## src/rtl/uart_cmd_ctrl_if.sv

```systemverilog
// uart_cmd_ctrl link bundle: rx, tx and sensor request/ack.
// master = the sequencer, slave = uart + sensor side.
interface uart_cmd_ctrl_if;
  logic       i_Rx_DV;
  logic [7:0] i_Rx_Byte;
  logic       o_Tx_DV;
  logic [7:0] o_Tx_Byte;
  logic       i_Tx_Active;
  logic       i_Tx_Done;
  logic       o_Req;
  logic [7:0] o_Addr;
  logic [7:0] o_Cmd;
  logic       i_Ack;
  logic [7:0] i_Resp_Code;
  logic [7:0] i_Resp_Data;
  logic       o_Busy;

  modport master (
    input  i_Rx_DV,
    input  i_Rx_Byte,
    output o_Tx_DV,
    output o_Tx_Byte,
    input  i_Tx_Active,
    input  i_Tx_Done,
    output o_Req,
    output o_Addr,
    output o_Cmd,
    input  i_Ack,
    input  i_Resp_Code,
    input  i_Resp_Data,
    output o_Busy
  );

  modport slave (
    output i_Rx_DV,
    output i_Rx_Byte,
    input  o_Tx_DV,
    input  o_Tx_Byte,
    output i_Tx_Active,
    output i_Tx_Done,
    input  o_Req,
    input  o_Addr,
    input  o_Cmd,
    output i_Ack,
    output i_Resp_Code,
    output i_Resp_Data,
    input  o_Busy
  );
endinterface

```

## src/rtl/uart_cmd_ctrl.sv

```systemverilog
// uart_cmd_ctrl: 2-byte command frame in, req/ack out,
// 2-byte response serialised back over the uart tx.
module uart_cmd_ctrl #(
  parameter int CLKS_PER_BIT  = 457,
  parameter int IBYTE_TIMEOUT = 20 * CLKS_PER_BIT,
  parameter int RESP_TIMEOUT  = 2500000,
  parameter int N_SLOTS       = 32,
  parameter int TIMER_W       = 24
) (
  input logic              i_Clock,
  input logic              i_Rst_n,
  uart_cmd_ctrl_if.master  bus
);

  localparam logic [TIMER_W-1:0] IB_LAST =
    TIMER_W'(IBYTE_TIMEOUT - 1);
  localparam logic [TIMER_W-1:0] RESP_LAST =
    TIMER_W'(RESP_TIMEOUT - 1);
  localparam logic [TIMER_W-1:0] T_MAX = '1;
  localparam logic [TIMER_W-1:0] T_ONE = TIMER_W'(1);
  localparam logic [8:0] SLOTS = 9'(N_SLOTS);
  localparam logic [7:0] ERR_ADDR = 8'hE1;
  localparam logic [7:0] ERR_RESP = 8'hE2;

  typedef enum logic [2:0] {
    IDLE,
    GOT_ADDR,
    REQ,
    SEND0,
    WAIT0,
    SEND1,
    WAIT1
  } state_t;

  state_t             state;
  logic [TIMER_W-1:0] timer;
  logic [TIMER_W-1:0] timer_inc;
  logic [7:0]         data_q;
  logic               addr_ok;

  assign timer_inc = (timer == T_MAX) ? timer
                                      : timer + T_ONE;
  assign addr_ok = {1'b0, bus.o_Addr} < SLOTS;

  // frame sequencer; every output is a register of this block
  always_ff @(posedge i_Clock or negedge i_Rst_n) begin
    if (!i_Rst_n) begin
      state         <= IDLE;
      timer         <= '0;
      data_q        <= 8'h00;
      bus.o_Tx_DV   <= 1'b0;
      bus.o_Tx_Byte <= 8'h00;
      bus.o_Req     <= 1'b0;
      bus.o_Addr    <= 8'h00;
      bus.o_Cmd     <= 8'h00;
      bus.o_Busy    <= 1'b0;
    end else begin
      bus.o_Tx_DV <= 1'b0;
      unique case (state)
        IDLE: begin
          if (bus.i_Rx_DV) begin
            bus.o_Addr <= bus.i_Rx_Byte;
            timer      <= '0;
            bus.o_Busy <= 1'b1;
            state      <= GOT_ADDR;
          end
        end
        GOT_ADDR: begin
          if (bus.i_Rx_DV) begin
            bus.o_Cmd <= bus.i_Rx_Byte;
            timer     <= '0;
            if (addr_ok) begin
              bus.o_Req <= 1'b1;
              state     <= REQ;
            end else begin
              bus.o_Tx_Byte <= ERR_ADDR;
              data_q        <= 8'h00;
              state         <= SEND0;
            end
          end else if (timer == IB_LAST) begin
            bus.o_Busy <= 1'b0;
            state      <= IDLE;
          end else begin
            timer <= timer_inc;
          end
        end
        REQ: begin
          if (bus.i_Ack) begin
            bus.o_Req     <= 1'b0;
            bus.o_Tx_Byte <= bus.i_Resp_Code;
            data_q        <= bus.i_Resp_Data;
            state         <= SEND0;
          end else if (timer == RESP_LAST) begin
            bus.o_Req     <= 1'b0;
            bus.o_Tx_Byte <= ERR_RESP;
            data_q        <= 8'h00;
            state         <= SEND0;
          end else begin
            timer <= timer_inc;
          end
        end
        SEND0: begin
          if (!bus.i_Tx_Active) begin
            bus.o_Tx_DV <= 1'b1;
            state       <= WAIT0;
          end
        end
        WAIT0: begin
          if (bus.i_Tx_Done) begin
            bus.o_Tx_Byte <= data_q;
            state         <= SEND1;
          end
        end
        SEND1: begin
          if (!bus.i_Tx_Active) begin
            bus.o_Tx_DV <= 1'b1;
            state       <= WAIT1;
          end
        end
        WAIT1: begin
          if (bus.i_Tx_Done) begin
            bus.o_Busy <= 1'b0;
            state      <= IDLE;
          end
        end
        default: begin
          bus.o_Req  <= 1'b0;
          bus.o_Busy <= 1'b0;
          state      <= IDLE;
        end
      endcase
    end
  end

endmodule

```

## src/flat_wrapper.sv

```systemverilog
// flat-port wrapper written by rule: the top's interface ports become plain ports
module uart_cmd_ctrl_flat 
#(
  parameter int CLKS_PER_BIT  = 457,
  parameter int IBYTE_TIMEOUT = 20 * CLKS_PER_BIT,
  parameter int RESP_TIMEOUT  = 2500000,
  parameter int N_SLOTS       = 32,
  parameter int TIMER_W       = 24
)
  (i_Clock, i_Rst_n, bus_i_Rx_DV, bus_i_Rx_Byte, bus_o_Tx_DV, bus_o_Tx_Byte, bus_i_Tx_Active, bus_i_Tx_Done, bus_o_Req, bus_o_Addr, bus_o_Cmd, bus_i_Ack, bus_i_Resp_Code, bus_i_Resp_Data, bus_o_Busy);
  uart_cmd_ctrl_if bus_i ();
  input logic i_Clock;
  input logic i_Rst_n;
  input wire logic [$bits(bus_i.i_Rx_DV)-1:0] bus_i_Rx_DV;
  input wire logic [$bits(bus_i.i_Rx_Byte)-1:0] bus_i_Rx_Byte;
  output wire logic [$bits(bus_i.o_Tx_DV)-1:0] bus_o_Tx_DV;
  output wire logic [$bits(bus_i.o_Tx_Byte)-1:0] bus_o_Tx_Byte;
  input wire logic [$bits(bus_i.i_Tx_Active)-1:0] bus_i_Tx_Active;
  input wire logic [$bits(bus_i.i_Tx_Done)-1:0] bus_i_Tx_Done;
  output wire logic [$bits(bus_i.o_Req)-1:0] bus_o_Req;
  output wire logic [$bits(bus_i.o_Addr)-1:0] bus_o_Addr;
  output wire logic [$bits(bus_i.o_Cmd)-1:0] bus_o_Cmd;
  input wire logic [$bits(bus_i.i_Ack)-1:0] bus_i_Ack;
  input wire logic [$bits(bus_i.i_Resp_Code)-1:0] bus_i_Resp_Code;
  input wire logic [$bits(bus_i.i_Resp_Data)-1:0] bus_i_Resp_Data;
  output wire logic [$bits(bus_i.o_Busy)-1:0] bus_o_Busy;
  assign bus_i.i_Rx_DV = bus_i_Rx_DV;
  assign bus_i.i_Rx_Byte = bus_i_Rx_Byte;
  assign bus_o_Tx_DV = bus_i.o_Tx_DV;
  assign bus_o_Tx_Byte = bus_i.o_Tx_Byte;
  assign bus_i.i_Tx_Active = bus_i_Tx_Active;
  assign bus_i.i_Tx_Done = bus_i_Tx_Done;
  assign bus_o_Req = bus_i.o_Req;
  assign bus_o_Addr = bus_i.o_Addr;
  assign bus_o_Cmd = bus_i.o_Cmd;
  assign bus_i.i_Ack = bus_i_Ack;
  assign bus_i.i_Resp_Code = bus_i_Resp_Code;
  assign bus_i.i_Resp_Data = bus_i_Resp_Data;
  assign bus_o_Busy = bus_i.o_Busy;
  uart_cmd_ctrl #(.CLKS_PER_BIT(CLKS_PER_BIT), .IBYTE_TIMEOUT(IBYTE_TIMEOUT), .RESP_TIMEOUT(RESP_TIMEOUT), .N_SLOTS(N_SLOTS), .TIMER_W(TIMER_W)) u_core (.i_Clock(i_Clock), .i_Rst_n(i_Rst_n), .bus(bus_i));
endmodule
```

## config.mk

```make
export PLATFORM = sky130hd
export DESIGN_NAME = uart_cmd_ctrl_flat
export DESIGN_NICKNAME = d
export VERILOG_FILES = /design/src/rtl/uart_cmd_ctrl_if.sv /design/src/rtl/uart_cmd_ctrl.sv /design/src/flat_wrapper.sv
export SDC_FILE = /design/constraint.sdc
export NUM_CORES = 1
export LEC_CHECK = 0
export BUFFER_PORTS_ARGS = -buffer_cell sky130_fd_sc_hd__buf_2
export CAP_MARGIN = 5
export CORE_MARGIN = 4
export CORE_UTILIZATION = 60
export DETAILED_ROUTE_END_ITERATION = 7
export PLACE_DENSITY = 0.83
export SLEW_MARGIN = 20
export SYNTH_ARGS = -nofsm -noshare
export SYNTH_HDL_FRONTEND = slang
export SYNTH_SLANG_ARGS = --single-unit
```

## constraint.sdc

```tcl
create_clock -name i_Clock -period 4.4 [get_ports i_Clock]
set_input_delay 0.66 -clock i_Clock [delete_from_list [all_inputs] [get_ports i_Clock]]
set_output_delay 0.66 -clock i_Clock [all_outputs]
set_load 0.01 [all_outputs]
```

# Yosys cells after proc, flatten, opt, wreduce, memory -nomap -nowiden
# Cells that the tools add are included.
# word_totals
reg_bits	62
inputBits	30
output_inout_bits	27
# classes
add_sub_neg	1
order_cmp	1
eq_ne	24
muxes	41
n_bitwise	2
n_reduce_logical	15
# ops
op	n
24-bit two-way mux	6
8-bit two-way mux	9
24-bit one-hot mux with 3 select lines	1
3-bit two-way mux	9
24-bit by 1-bit adder with 24-bit output, second input constant	1
24-bit by 14-bit == test with 1-bit output, second input constant	1
24-bit by 22-bit == test with 1-bit output, second input constant	1
24-bit == test, second input constant	1
8-bit one-hot mux with 3 select lines	1
3-bit one-hot mux with 7 select lines	1
2-bit inequality test, second input constant	10
8-bit one-hot mux with 2 select lines	1
5-bit AND reduction	3
1-bit two-way mux	11
3-bit == test, second input constant	3
8-bit by 6-bit < comparator with 1-bit output, second input constant	1
4-bit AND reduction	2
7-bit AND reduction	1
3-bit by 2-bit == test with 1-bit output, second input constant	2
3-bit by 2-bit inequality test with 1-bit output, second input constant	2
3-bit nonzero test	2
5-bit OR reduction	1
2-bit by 1-bit inequality test with 1-bit output, second input constant	2
1-bit one-hot mux with 4 select lines	1
other kinds (9)	11

# Longest topological paths before layout
# Gate-level depths: netlist of the first run.
# depth
word_depth	5
ltp_mapped	10
mapped_depth_nobuf	7

# Worst setup path before layout of the first run
# No wires, ideal clock.
# synth_path
kind	register -> register
from	register u_core.state[0]
to	register u_core.timer[1]
setup_time_ns	0.132
arrival_time_ns	2.214
t_required_ns	4.268
path_slack_ns	2.055
path_stages_with_launch	10
synth_period_minus_slack_ns	2.345
cell_sequence	dfrtp_1 -> buf_6 -> or3b_4 -> or4_4 -> a21boi_4 -> or2_1 -> buf_6 -> buf_12 -> mux2i_1 -> nor2_1
# synth_between
elab_chain_cells	3
# synth_lines
item	line	rtl
from (decl)	uart_cmd_ctrl.sv:35	state_t state;
from (signal assigned)	uart_cmd_ctrl.sv:48	state <= IDLE;
from (signal assigned)	uart_cmd_ctrl.sv:65	state <= GOT_ADDR;
from (signal assigned)	uart_cmd_ctrl.sv:74	state <= REQ;
3-bit by 1-bit == test with 1-bit output (tied with other cells)	uart_cmd_ctrl.sv:59	unique case (state)
3-bit inequality test (no line) (tied with other cells)	-	
5-bit AND reduction (no line)	-	
to (signal assigned)	uart_cmd_ctrl.sv:84	timer <= timer_inc;
to (signal assigned)	uart_cmd_ctrl.sv:99	timer <= timer_inc;
to (decl)	uart_cmd_ctrl.sv:36	logic [TIMER_W-1:0] timer;
# Parallel ways exist; a longest one is shown, timed or not.
# A chain may end at the register's enable or synchronous reset.

# Worst setup path in the final report of the first run
# layout_path
from	register u_core.state[1]
to	register u_core.timer[1]
# The elaborated chain is that of the path after synthesis.

==> results by group, run 1 <==
CTS
  • CTS tree: done
  • PostCTS Resize Cnt: 0
  • CTS Root Cell: clkbuf_8
  • Setup repair bufs after CTS: 0
  • Worst skew pair latency: ~0.35 ns
  • Clock Sinks: 62
  • CTS clk-pin slew, worst paths: approximately 0.080 ns
  • Hold Buf Count CTS: 0
  • Worst-case clock buffer depth: 2
  • CTS buffer count: 9
  • H-tree Lvls: 3

Synth
  • Post-Syn Nets: between 300 and 400
  • Sequential cell area fraction in the yosys report: 0.493
  • FF+latch count, synth: 62
  • Syn Area/Cell: 10.2 sq um
  • Cell area after synthesis: around 3100 sq um
  • Post-synth ARST share: 1.00
  • Largest family of logic cells by synthesized area: simple AND/OR/NAND/NOR gates
  • XOR/XNOR share of the synthesized area: 0.0446
  • Mux contribution to synthesized area: 0.0641
  • Adder-cell share of the synthesized area: 0.0159
  • Compound-Gate Fraction of Synth Area: 0.129
  • Simple-gate share of the synthesized area: 0.216
  • Synth unique cells: 48
  • Syn Inst Count: 308
  • Ys flop type: dfrtp_1
  • Synth warnings: 0
  • Number of synthesized flops with an enable pin: 0

Critical path
  • Worst r2r dst: u_core.timer[1]
  • Reg-to-reg slack, setup: between 1.5 and 2 ns
  • Crit-path cells: or3b_4, or4_4, a21boi_4, or2_1, mux2i_1, nor2_1
  • WP data required: roughly 4.6 ns
  • FF-to-FF path depth: 6
  • Crit path max fanout: 18
  • Max incr delay on CP: a little under 0.6 ns
  • Slowest-stage cell, CP: dfrtp_1
  • Crit path launch type: flop
  • Critical path type: reg2reg
  • CP Capture Type: flop
  • WP data arrival: roughly 3 ns
  • Reg-to-reg startpoint: u_core.state[1]

Routing
  • Pre-Repair DR Iteration Count: 4
  • Total number of vias: 2609
  • Drc violations: 0
  • Post-DR wirelength/cell: around 16 microns
  • Antenna viol nets, final: 0
  • Routed vias/inst: about 6
  • Initial DRC Count: roughly 210
  • Total Wirelength: between 7000 and 8000 microns

Layout
  • Final net count: 400
  • Area grow syn2layout: 17.2%
  • Area of the multi-input gates: 1480 sq um
  • Antenna cells: 0
  • Non-filler cells, final: approximately 440
  • Sequential cell area: ~1600 sq um
  • Share of layout cells above drive strength 1: 0.264
  • FILL cells: approximately 400

Floorplan
  • Starting density of the core: 0.616
  • Row Count: 26
  • Top Ports: 57
  • Core Area: 5110 sq um
  • Total die area: around 6500 sq um
  • Die Ht: about 80 microns
  • Die width: about 80 microns

STA
  • Clock skew: 0.0116 ns
  • Fmax: around 360 MHz
  • Final Max Slew Viols: 0
  • Hold WS: approximately 0.48 ns
  • Crit path time final: roughly 2.8 ns
  • Worst Tran Pin Value: 0.814 ns
  • Fin crit share: 0.634
  • Setup TNS: 0 ns
  • Final Setup Violations: 0
  • RSZ-0062 raised after global routing: no
  • Final Hold Fails: 0
  • Max-slew headroom: 0.455

Run status
  • Outcome: complete, no violations

GRT
  • Overflow after GRT: 0
  • Vias in the first global route: ~2500
  • First-pass GRT wire length: roughly 12000 microns
  • Total track usage: 0.246
  • Initial antenna violation count: 0
  • Largest net degree at the start of global routing: 63

Place
  • Hpwl dp: ~5000 microns
  • GPL Wtd Cong: about 0.96
  • PortBufs: 56
  • Dpl cells: between 400 and 500

Min path
  • Worst hold path class: in2async

Flow run
  • Max cap viols: 0

Pwr
  • Pwr/cell area: about 630 nW/um^2
  • LEAKAGE: about 0.0016 uW
  • Max VDD drop: roughly 0.45 mV
cells in the final DEF, fill, tap and decap left out, types with 7 or more instances in the layout:
master	netlist	final
o21ai_0	7	7
o21ai_1	8	8
buf_2	2	56
nand4_1	12	12
a22o_1	9	9
nand2_1	19	19
mux2_2	17	17
nand3_1	8	8
inv_1	10	10
nor2_1	29	29
clkbuf_8	0	9
xnor2_1	10	10
nor4_1	7	7
nor3_1	13	12
or3_1	10	10
a21oi_1	16	16
dfrtp_1	62	62
synth_stat cells (6+ instances only):
master | number | share of area
or3_1 | 10 | 0.020
nand4_1 | 12 | 0.024
nor2_1 | 29 | 0.035
nor4_1 | 7 | 0.014
clkbuf_1 | 7 | 0.0084
o21ai_1 | 8 | 0.013
nand2_1 | 19 | 0.023
a21oi_1 | 16 | 0.025
o21ai_0 | 7 | 0.011
nand3_1 | 8 | 0.013
dfrtp_1 | 62 | 0.49
a22o_1 | 9 | 0.025
inv_1 | 10 | 0.012
nor3_1 | 13 | 0.021
xnor2_1 | 10 | 0.028
mux2_2 | 17 | 0.061
xor2_1 | 6 | 0.017
sequential cells by signal (all words and copies together) (netlist names):
| register | flops |
|---|---|
| u_core.bus.o_Busy | 1 |
| u_core.state | 3 |
| u_core.bus.o_Addr | 8 |
| u_core.bus.o_Tx_DV | 1 |
| u_core.bus.o_Tx_Byte | 8 |
| u_core.bus.o_Req | 1 |
| u_core.timer | 24 |
| u_core.bus.o_Cmd | 8 |
| u_core.data_q | 8 |
metrics by stage:
step / power [uW] / worst slack, ns / util / cell area, sq um
after floorplan: 1530 / 2.05 / - / 3140
after global placement: 1740 / 1.67 / 0.677 / 3460
after detailed placement: 1780 / 1.66 / 0.677 / 3460
after CTS: 2340 / 1.65 / 0.720 / 3680
after global routing: 2500 / 1.39 / 0.721 / 3680
final: 2330 / 1.61 / 0.721 / 3680
per-layer routing:
layer / part of all wire / global-route usage / wire length [microns] / up-vias
met3: 0.071 / 0.0639 / 508 / 14
met4: 0.018 / 0.120 / 128 / 0
met1: 0.43 / 0.322 / 3050 / 1236
li1: - / - / - / 1254
met5: 0 / 0 / 0 / -
met2: 0.48 / 0.378 / 3440 / 105
worst max-delay path, delay by kind of cell (launching register included):
kind / cells / cell delay, ns
and+or+nand+nor: 4 / 1.54
AOI/OAI and AO/OA: 1 / 0.27
muxes: 1 / 0.25
DFF: 1 / 0.59
how the worst max path moves through the flow:
stage / end / from
after floorplan: u_core.timer[1] / u_core.state[0]
after global placement: u_core.timer[1] / bus_i_Rx_DV
final: u_core.timer[1] / u_core.state[1]
after CTS: u_core.timer[1] / u_core.state[1]
after global routing: u_core.timer[16] / u_core.state[1]
after detailed placement: u_core.timer[1] / u_core.state[1]
layout make-up:
type / instances / share of cell area
multi-input cells: 224 / 0.402
flip-flops and latches: 62 / 0.421
inverters: 10 / 0.0102
clock buffers: 9 / 0.0336
repair buffers: 59 / 0.0822
well taps: 70 / 0.0238
clock inverters: 7 / 0.0268
kinds of logic after synthesis:
logic type                 count (synthesis)
buffers and inverters                     22
adders and majority gates                  4
AOI/OAI and AO/OA                         61
and+or+nand+nor                          125
muxes                                     18
DFF                                       62
xor gates and xnor gates                  16
where the power goes:
| group | leakage (uW) | internal (uW) | switching (uW) | total [uW] |
|---|---|---|---|---|
| Clock | 0.000109 | 320 | 229 | 549 |
| Sequential | 0.000796 | 743 | 140 | 883 |
| Combinational | 0.000699 | 383 | 512 | 895 |
Note: power is estimated with default switching activity, not from simulation.
==> run 2, diff against run 1 <==
- CORE_UTILIZATION: 60 -> 55
- PLACE_DENSITY: 0.83 -> 0.77
- clock period: 4.4 -> 2.8 ns (I/O delays scaled with it)
==> results by group, run 2 (synthesis results as in run 1) <==
CTS
  • Worst skew pair latency: 0.34 ns
  • Hold Buf Count CTS: 0
  • CTS tree: done
  • CTS Root Cell: clkbuf_8
  • CTS clk-pin slew, worst paths: 0.08 ns
  • PostCTS Resize Cnt: 0
  • Clock Sinks: 62
  • CTS buffer count: 9
  • Setup repair bufs after CTS: 0
  • Worst-case clock buffer depth: 2
  • H-tree Lvls: 3

STA
  • RSZ-0062 raised after global routing: no
  • Fin crit share: 0.918
  • Crit path time final: about 2.6 ns
  • Hold WS: 0.0142 ns
  • Clock skew: a little over 0.007 ns
  • Fmax: about 390 MHz
  • Max-slew headroom: 0.414
  • Final Hold Fails: 0
  • Worst Tran Pin Value: between 0.8 and 0.9 ns
  • Setup TNS: 0 ns
  • Final Setup Violations: 0
  • Final Max Slew Viols: 0

Layout
  • Final Cell Area: about 3800 sq um
  • Antenna cells: 0
  • Most flops, register: u_core.timer
  • Commonest cells after routing, fill and taps aside: dfrtp_1 (62), buf_2 (56), nor2_1 (29), nand2_1 (19), mux2_2 (17)
  • Largest register FFs: 24
  • Area grow syn2layout: 19.4%
  • Share of layout cells above drive strength 1: 0.279
  • Final core area utilization: 0.678
  • Final net count: 409
  • Commonest non-fill, non-tap cell in the layout: dfrtp_1

Critical path
  • Worst Setup EP: u_core.timer[16]
  • FF-to-FF path depth: 8
  • Worst r2r dst: u_core.timer[16]
  • Max incr delay on CP: 0.48 ns
  • Crit path max-delay family: simple AND/OR/NAND/NOR gates
  • CP Capture Type: flop
  • Crit path launch type: flop
  • Reg-to-reg slack, setup: about 0.23 ns
  • WP depth: 8
  • WP data required: roughly 3.1 ns
  • Crit path max fanout: 18
  • Crit path buf inv count: 2
  • Crit path launch: u_core.state[2]
  • Crit-path cells: buf_4, inv_1, ha_1, o31ai_1, a22o_1, or2_1, or4_1, a21oi_1
  • Critical path type: reg2reg
  • Reg-to-reg startpoint: u_core.state[2]
  • WP data arrival: ~2.8 ns
  • Slowest-stage cell, CP: or4_1

Pwr
  • Pwr/cell area: 998 nW/um^2
  • Max VDD drop: 0.799 mV
  • LEAKAGE: 0.00165 uW
  • Final Total Pwr: 3750 uW

Floorplan
  • Core Area: ~5500 sq um
  • Die Ht: about 84 microns
  • Top Ports: between 50 and 60
  • Row Count: 27
  • Die width: 83.6 microns
  • Starting density of the core: 0.568
  • Total die area: between 6000 and 7000 sq um

Place
  • GPL Wtd Cong: roughly 0.94
  • Hpwl dp: 5370 microns
  • Placed Area: roughly 3500 sq um
  • PortBufs: 56

GRT
  • Largest net degree at the start of global routing: 25
  • Overflow after GRT: 0
  • First-pass GRT wire length: 12500 microns
  • Vias in the first global route: 2646
  • Total track usage: 0.219
  • Initial antenna violation count: 0

Routing
  • Post-DR wirelength/cell: between 15 and 20 microns
  • Antenna viol nets, final: 0
  • Wire length on met3: approximately 470 microns
  • Initial DRC Count: ~210
  • Drc violations: 0
  • Routed vias/inst: roughly 5.9
  • Total number of vias: about 2700
  • Pre-Repair DR Iteration Count: 4
  • Total Wirelength: ~7300 microns
  • Met2 wire length: 3580 microns
  • Met1 Routed Length: ~3200 microns
  • Top Layer Used: met4

Min path
  • Worst hold path class: in2async

Run status
  • Outcome: complete, no violations

Flow run
  • Max cap viols: 0
## run 2: report_power, final
part | leakage (uW) | internal [uW] | switching [uW] | total [uW]
Clock | 0.000115 | 513 | 381 | 894
Sequential | 0.000796 | 1170 | 150 | 1320
Combinational | 0.000744 | 650 | 884 | 1530
## run 2: layout make-up
class | count | area (sq um)
sequential | 62 | 1550
timing repair buffer | 68 | 370
inverter | 10 | 37.5
fill | 432 | 1790
clock buffer | 9 | 124
tap | 72 | 90.1
multi-input combinational | 224 | 1480
clock inverter | 7 | 104
## run 2: through the flow
stage	worst slack [ns]	cells
final	0.229	452
after global routing	0.0869	452
after CTS	0.254	452
after detailed placement	0.265	436
after global placement	0.340	436
after floorplan	0.455	308
## run 2: worst register-to-register path, cell delays in order (launching register included)
cell	delay, ns
dfrtp_1	0.39
buf_4	0.19
inv_1	0.18
ha_1	0.19
o31ai_1	0.09
a22o_1	0.37
or2_1	0.48
or4_1	0.48
a21oi_1	0.15
## run 2: worst min path at each step
| stage | startpoint | cells past startpoint | endpoint |
|---|---|---|---|
| floorplan | i_Rst_n | 0 | u_core.bus.o_Addr[0] |
| global placement | i_Rst_n | 1 | u_core.data_q[5] |
| detailed placement | i_Rst_n | 1 | u_core.data_q[5] |
| CTS | i_Rst_n | 1 | u_core.data_q[5] |
| global route | i_Rst_n | 1 | u_core.data_q[5] |
| finish | i_Rst_n | 1 | u_core.data_q[5] |
## run 2: per-layer routing
metal / vias to the layer above / global-route usage
met5: - / 0
li1: 1263 / -
met1: 1295 / 0.282
met2: 90 / 0.359
met4: 0 / 0.0687
met3: 7 / 0.0582
